[src/rtl/pipe_issue_ctrl.sv]
// pipe_issue_ctrl: issue controller for the 4-stage register/ALU/memory pipeline.
// Buffers incoming instructions in a small FIFO and issues exactly one slot per
// clock. The slot is the FIFO head when it is free of read-after-write hazards
// against the last HAZ_DEPTH issued slots; otherwise it is a harmless bubble
// (R[BUBBLE_RD] := R[BUBBLE_RD], written to SCRATCH_ADDR).
// Optional feature: define PIPE_PERF_CNT_EN to add the saturating issue_cnt and
// stall_cnt performance counters and their ports.
module pipe_issue_ctrl #(
    parameter int          FIFO_DEPTH   = 4,
    parameter int          HAZ_DEPTH    = 2,
    parameter logic [3:0]  BUBBLE_RD    = 4'd0,
    parameter logic [7:0]  SCRATCH_ADDR = 8'd255
) (
    input  logic        clk,
    input  logic        rst_n,
    input  logic        in_valid,
    output logic        in_ready,
    input  logic [3:0]  in_rs1,
    input  logic [3:0]  in_rs2,
    input  logic [3:0]  in_rd,
    input  logic [3:0]  in_func,
    input  logic [7:0]  in_addr,
    output logic [3:0]  rs1,
    output logic [3:0]  rs2,
    output logic [3:0]  rd,
    output logic [3:0]  func,
    output logic [7:0]  addr,
    output logic        out_bubble,
    output logic        stall,
`ifdef PIPE_PERF_CNT_EN
    output logic [15:0] issue_cnt,
    output logic [15:0] stall_cnt,
`endif
    output logic        idle
);

    localparam int              PTR_W       = $clog2(FIFO_DEPTH);
    localparam int              CNT_W       = PTR_W + 1;
    localparam logic [CNT_W-1:0] FULL_CNT   = CNT_W'(FIFO_DEPTH);
    localparam logic [3:0]      BUBBLE_FUNC = 4'd3;  // pass A

    typedef struct packed {
        logic [3:0] rs1;
        logic [3:0] rs2;
        logic [3:0] rd;
        logic [3:0] func;
        logic [7:0] addr;
    } instr_t;

    localparam instr_t BUBBLE = '{rs1: BUBBLE_RD, rs2: BUBBLE_RD, rd: BUBBLE_RD,
                                  func: BUBBLE_FUNC, addr: SCRATCH_ADDR};

    // Operand A is read by every func except 4, 9 and 12..15.
    function automatic logic uses_a(input logic [3:0] f);
        case (f)
            4'd0, 4'd1, 4'd2, 4'd3, 4'd5, 4'd6, 4'd7, 4'd8, 4'd10, 4'd11: return 1'b1;
            default: return 1'b0;
        endcase
    endfunction

    // Operand B is read only by funcs 0..2, 4..7 and 9.
    function automatic logic uses_b(input logic [3:0] f);
        case (f)
            4'd0, 4'd1, 4'd2, 4'd4, 4'd5, 4'd6, 4'd7, 4'd9: return 1'b1;
            default: return 1'b0;
        endcase
    endfunction

    instr_t             fifo_mem [FIFO_DEPTH];
    logic [PTR_W-1:0]   wr_ptr_q, wr_ptr_d;
    logic [PTR_W-1:0]   rd_ptr_q, rd_ptr_d;
    logic [CNT_W-1:0]   count_q, count_d;

    logic               win_real_q [HAZ_DEPTH];
    logic [3:0]         win_rd_q   [HAZ_DEPTH];

    instr_t             out_q;
    logic               out_bubble_q;

    instr_t             head;
    logic               head_valid;
    logic               hazard;
    logic               win_has_real;
    logic               push;
    logic               pop;

    assign head       = fifo_mem[rd_ptr_q];
    assign head_valid = (count_q != '0);
    // Full blocks a push even when the head pops on the same edge.
    assign in_ready   = rst_n && (count_q != FULL_CNT);
    assign push       = in_valid && in_ready;
    assign pop        = head_valid && !hazard;
    assign stall      = head_valid && hazard;
    assign idle       = !head_valid && !win_has_real;

    // Compare the head's used source registers against every real window entry.
    // NOTE: every variable assigned in always_comb gets a default first, so no path leaves it unassigned and infers a latch.
    always_comb begin
        hazard       = 1'b0;
        win_has_real = 1'b0;
        for (int i = 0; i < HAZ_DEPTH; i++) begin
            if (win_real_q[i]) begin
                win_has_real = 1'b1;
                if (uses_a(head.func) && (win_rd_q[i] == head.rs1)) hazard = 1'b1;
                if (uses_b(head.func) && (win_rd_q[i] == head.rs2)) hazard = 1'b1;
            end
        end
    end

    // Next-state for FIFO pointers and occupancy; pointers wrap modulo FIFO_DEPTH.
    always_comb begin
        wr_ptr_d = wr_ptr_q;
        rd_ptr_d = rd_ptr_q;
        count_d  = count_q;
        if (push) wr_ptr_d = wr_ptr_q + 1'b1;
        if (pop)  rd_ptr_d = rd_ptr_q + 1'b1;
        if (push && !pop)      count_d = count_q + 1'b1;
        else if (!push && pop) count_d = count_q - 1'b1;
    end

    // FIFO pointer/occupancy registers.
    // NOTE: sequential state uses non-blocking assignments so every register samples pre-edge values.
    always_ff @(posedge clk) begin
        if (!rst_n) begin
            wr_ptr_q <= '0;
            rd_ptr_q <= '0;
            count_q  <= '0;
        end else begin
            wr_ptr_q <= wr_ptr_d;
            rd_ptr_q <= rd_ptr_d;
            count_q  <= count_d;
        end
    end

    // FIFO storage write.
    // NOTE: the storage array is deliberately not reset; count_q guards every read, so stale entries are never issued.
    always_ff @(posedge clk) begin
        if (push) begin
            fifo_mem[wr_ptr_q] <= '{rs1: in_rs1, rs2: in_rs2, rd: in_rd,
                                    func: in_func, addr: in_addr};
        end
    end

    // Issue register: the hazard-free head, otherwise a bubble.
    always_ff @(posedge clk) begin
        if (!rst_n) begin
            out_q        <= BUBBLE;
            out_bubble_q <= 1'b1;
        end else if (pop) begin
            out_q        <= head;
            out_bubble_q <= 1'b0;
        end else begin
            out_q        <= BUBBLE;
            out_bubble_q <= 1'b1;
        end
    end

    // Hazard window: entry 0 is the slot issued at the previous edge.
    always_ff @(posedge clk) begin
        if (!rst_n) begin
            for (int i = 0; i < HAZ_DEPTH; i++) begin
                win_real_q[i] <= 1'b0;
                win_rd_q[i]   <= BUBBLE_RD;
            end
        end else begin
            win_real_q[0] <= pop;
            win_rd_q[0]   <= pop ? head.rd : BUBBLE_RD;
            for (int i = 1; i < HAZ_DEPTH; i++) begin
                win_real_q[i] <= win_real_q[i-1];
                win_rd_q[i]   <= win_rd_q[i-1];
            end
        end
    end

    assign rs1        = out_q.rs1;
    assign rs2        = out_q.rs2;
    assign rd         = out_q.rd;
    assign func       = out_q.func;
    assign addr       = out_q.addr;
    assign out_bubble = out_bubble_q;

`ifdef PIPE_PERF_CNT_EN
    logic [15:0] issue_cnt_q;
    logic [15:0] stall_cnt_q;

    // Saturating counters of real issues and stalled edges.
    always_ff @(posedge clk) begin
        if (!rst_n) begin
            issue_cnt_q <= '0;
            stall_cnt_q <= '0;
        end else begin
            if (pop && (issue_cnt_q != 16'hFFFF))   issue_cnt_q <= issue_cnt_q + 16'd1;
            if (stall && (stall_cnt_q != 16'hFFFF)) stall_cnt_q <= stall_cnt_q + 16'd1;
        end
    end

    assign issue_cnt = issue_cnt_q;
    assign stall_cnt = stall_cnt_q;
`endif

endmodule

[config.mk]
export PLATFORM = sky130hd
export DESIGN_NAME = pipe_issue_ctrl
export DESIGN_NICKNAME = d
export VERILOG_FILES = /design/src/rtl/pipe_issue_ctrl.sv
export SDC_FILE = /design/constraint.sdc
export NUM_CORES = 1
export LEC_CHECK = 0
export CAP_MARGIN = 25
export CORE_UTILIZATION = 48
export CTS_CLUSTER_DIAMETER = 100
export DETAILED_ROUTE_END_ITERATION = 10
export MAX_ROUTING_LAYER = met4
export PLACE_DENSITY = 0.75
export SLEW_MARGIN = 30
export SYNTH_ARGS = -nofsm -noshare
export SYNTH_HDL_FRONTEND = slang
export SYNTH_SLANG_ARGS = --single-unit
[constraint.sdc]
create_clock -name clk -period 4.2 [get_ports clk]
set_input_delay 0.84 -clock clk [delete_from_list [all_inputs] [get_ports clk]]
set_output_delay 0.84 -clock clk [all_outputs]
set_load 0.01 [all_outputs]
==> flow_metrics.env, run 1 <==
export IMPL_drive_gt1_share_pct=18.5
export IMPL_hp_start="rd_ptr_q[1]"
export IMPL_rr_endpoint="count_q[2]"
export IMPL_powerDensity_mw_per_mm2=637
export IMPL_netlist_top_cells_area="edfxtp_1 54%, dfxtp_1 15%, mux4_2 9.3%"
export IMPL_io_pins=55
export IMPL_synthCells=304
export IMPL_clock_latency_ns=0.52
export IMPL_r2r_slack_ns=0.83
export IMPL_p_sw_share_pct=26.3
export IMPL_status="finished clean"
export IMPL_fin_crit_ns=3.98
export IMPL_start_util_pct=49.1
export IMPL_crit_fanout=29
export IMPL_seq_area_frac_synth_pct=69.2
export IMPL_max_slew_margin_pct=63.0
export IMPL_clock_sinks=136
export IMPL_nets=404
export IMPL_clk_pin_slew_worst_paths_ns=0.06
export IMPL_post_drt_wl_per_cell_um=18.3
export IMPL_setup_violations=0
export IMPL_core_area_mm2=0.0108
export IMPL_cts_root_buf="clkbuf_8"
export IMPL_cap_violations=0
export IMPL_leakagePower_nw=2.23
export IMPL_dieArea_mm2=0.0115
export IMPL_reg2reg_depth=13
export IMPL_grt_max_degree=30
export IMPL_first_pass_iters=7
export IMPL_tritoncts="built"
export IMPL_final_cell_count_no_fill=524
export IMPL_final_cell_mix="96 x edfxtp_1, 54 x clkdlybuf4s50_1, 38 x dfxtp_1, 22 x mux4_2, 19 x and2_1"
export IMPL_synth_cell_area_mm2=0.00533
export IMPL_irDropWorstVdd_mv=0.323
export IMPL_diodes=0
export IMPL_hp_class="flip-flop to flip-flop"
export IMPL_overflow=0
export IMPL_grt_use_met3_pct=5.02
export IMPL_skew_ns=0.00621
export IMPL_layout_commonest_cell="edfxtp_1"
export IMPL_cp_end_kind="output pin"
export IMPL_switchingPower_mw=1.11
export IMPL_synth_top_area_share_pct=54.1
export IMPL_grt_pass1_wl_mm=15.0
export IMPL_worstSetupPathType="flip-flop to output pin"
export IMPL_start_kind="flip-flop"
export IMPL_finalCritPeriodShare_pct=94.6
export IMPL_die_w_um=107
export IMPL_routed_wl_mm=9.61
export IMPL_hold_buffers=0
export IMPL_area_growth_pct=24.2
export IMPL_core_rowCount=38
export IMPL_cp_arrival_ns=3.14
export IMPL_clock_power_share_pct=35.3
export IMPL_place_gp_congestion=0.760
export IMPL_synth_seq_cells=136
export IMPL_finalSetupTns_ns=0
export IMPL_groute_usage_overall_pct=18.9
export IMPL_antenna_found_initial=0
export IMPL_grt_pass1_vias=2849
export IMPL_fmax_ghz=0.252
export IMPL_ctsLongestPathBuffers=2
export IMPL_use_met2_pct=30.2
export IMPL_vias_per_cell=5.26
export IMPL_netlist_cell_type_count=42
export IMPL_worstMarginPinSlew_ns=0.549
export IMPL_top_usage_layer="met2"
export IMPL_dp_cells=491
export IMPL_die_y_um=107
export IMPL_cts_made_buffers=17
export IMPL_numPortBuffers=54
export IMPL_num_vias=2754
export IMPL_grt_setup_unrepaired="no"
export IMPL_yosys_area_top_type="edfxtp_1"
export IMPL_fillers=799
export IMPL_synth_nets=337
export IMPL_critPathCapture="stall"
export IMPL_drt_drc_violations_left=0
export IMPL_avgSynthCellArea_um2=17.5
export IMPL_htree_num_levels=4
export IMPL_intPower_mw=3.11
export IMPL_required_ns=3.36
export IMPL_hold_viol=0
export IMPL_ant_nets=0
export IMPL_final_util_pct=61.0
export IMPL_ys_warn_count=0
export IMPL_met1_usage_pct=22.0
export IMPL_drv_slew=0
export IMPL_pwr_share_comb_pct=23.9
export IMPL_hpwl_mm=5.94
export IMPL_drt_iter0_drc=149
export IMPL_share_seq_of_total_power_pct=40.7
## worst max-delay path, cell delays in order, from the launching register on
cell,delay [ns]
dfxtp_4,0.42
buf_12,0.20
mux4_2,0.57
xnor2_1,0.19
o2111ai_2,0.17
a21oi_4,0.28
nor2_1,0.11
nor2_1,0.12
clkdlybuf4s50_1,0.54
## synth_stat cells
library cell / n
or3_1: 2
o21ai_0: 2
and2_1: 19
buf_4: 5
and2_0: 1
mux2i_4: 1
o41ai_1: 2
mux2i_2: 1
inv_1: 4
nor3_4: 1
nand3_1: 4
nand2_1: 7
nor3_1: 2
edfxtp_1: 96
nor2b_1: 1
buf_6: 6
xnor2_1: 14
mux2i_1: 12
a21boi_1: 1
ha_1: 5
fa_1: 1
buf_2: 1
nand3b_1: 8
o311ai_0: 1
xor2_1: 1
a221oi_4: 1
or4_1: 1
a21oi_4: 1
o2111ai_1: 2
or3b_1: 2
nor2_1: 4
and3_1: 6
clkbuf_1: 5
or2b_1: 4
mux4_2: 22
o31ai_1: 1
dfxtp_1: 40
a21boi_0: 2
or3b_2: 2
mux2_1: 1
o2111ai_2: 2
nand2b_1: 10
## layer usage
| layer | vias up | part of all wire (%) |
|---|---|---|
| li1 | 1281 | - |
| met1 | 1398 | 43 |
| met2 | 62 | 51 |
| met3 | 13 | 3.6 |
| met4 | 0 | 2.4 |
| met5 | - | 0 |
## logic make-up (layout without fill, tap and decap cells)
group | after synthesis | in the layout | share of synthesized area [%]
buffers and inverters | 21 | 101 | 2.70
and+or+nand+nor | 74 | 74 | 8.72
DFF | 136 | 136 | 69.2
AOI/OAI and AO/OA | 15 | 15 | 2.94
muxes | 37 | 37 | 12.5
xor gates and xnor gates | 15 | 15 | 2.47
adders and majority gates | 6 | 6 | 1.55
## metrics by stage
| step | power [mW] | worst slack (ns) | instance area [µm²] | hold slack (ns) |
|---|---|---|---|---|
| global route | 4.40 | 0.0324 | 6620 | 0.534 |
| CTS | 4.23 | 0.0320 | 6590 | 0.493 |
| floorplan | 2.41 | 1.10 | 5330 | 0.450 |
| finish | 4.22 | 0.225 | 6620 | 0.504 |
| global placement | 2.71 | 0.544 | 5990 | 0.468 |
| detailed placement | 2.74 | 0.504 | 5990 | 0.476 |
## registers in the layout, indices dropped and copies added (netlist names), 3 cells and up, named ones only
signal    cells
addr          8
count_q       3
fifo_mem     96
func          4
rd            4
rs1           4
rs2           4
win_rd_q      4
## power by group through the flow
stage	logic, mW	registers [mW]	clock network, mW
2_1_floorplan	0.698	1.72	0
3_3_place_gp	0.975	1.73	0
3_5_place_dp	0.998	1.74	0
4_1_cts	1.01	1.71	1.51
5_1_grt	1.09	1.74	1.57
6_report	1.01	1.72	1.49
## what timing repair did
action,4_1_cts,5_1_grt
setup buffers,0,1
endpoints found under the hold margin,0,0
pin swaps,0,1
gates resized for setup,1,5
setup endpoints to repair,1,1
## worst min-delay path by stage
stage	to	slack, ns	cells past startpoint
floorplan	flip-flop	0.45	2
global placement	flip-flop	0.47	2
detailed placement	flip-flop	0.48	2
CTS	flip-flop	0.49	2
global route	flip-flop	0.53	2
finish	flip-flop	0.50	2
## layout make-up
cell class / count / area, µm² / share of cell area [%]
Clock buffer: 19 / 422 / 6.37
Timing Repair Buffer: 65 / 639 / 9.66
Multi-Input combinational cell: 147 / 1500 / 22.6
Sequential cell: 136 / 3690 / 55.7
Tap cell: 140 / 175 / 2.65
Clock inverter: 13 / 179 / 2.70
Inverter: 4 / 15.0 / 0.227
No activity file was read; power rests on OpenSTA's default activity.
==> inputs of run 2 (changes only) <==
--- a/config.mk
+++ b/config.mk
@@ -8,6 +8,7 @@
 export CAP_MARGIN = 25
 export CORE_UTILIZATION = 48
 export CTS_CLUSTER_DIAMETER = 100
+export CTS_CLUSTER_SIZE = 16
 export DETAILED_ROUTE_END_ITERATION = 10
 export MAX_ROUTING_LAYER = met4
 export PLACE_DENSITY = 0.75
==> results of run 2 <==
Final layout, timing and power as in run 1 (identical DEF).
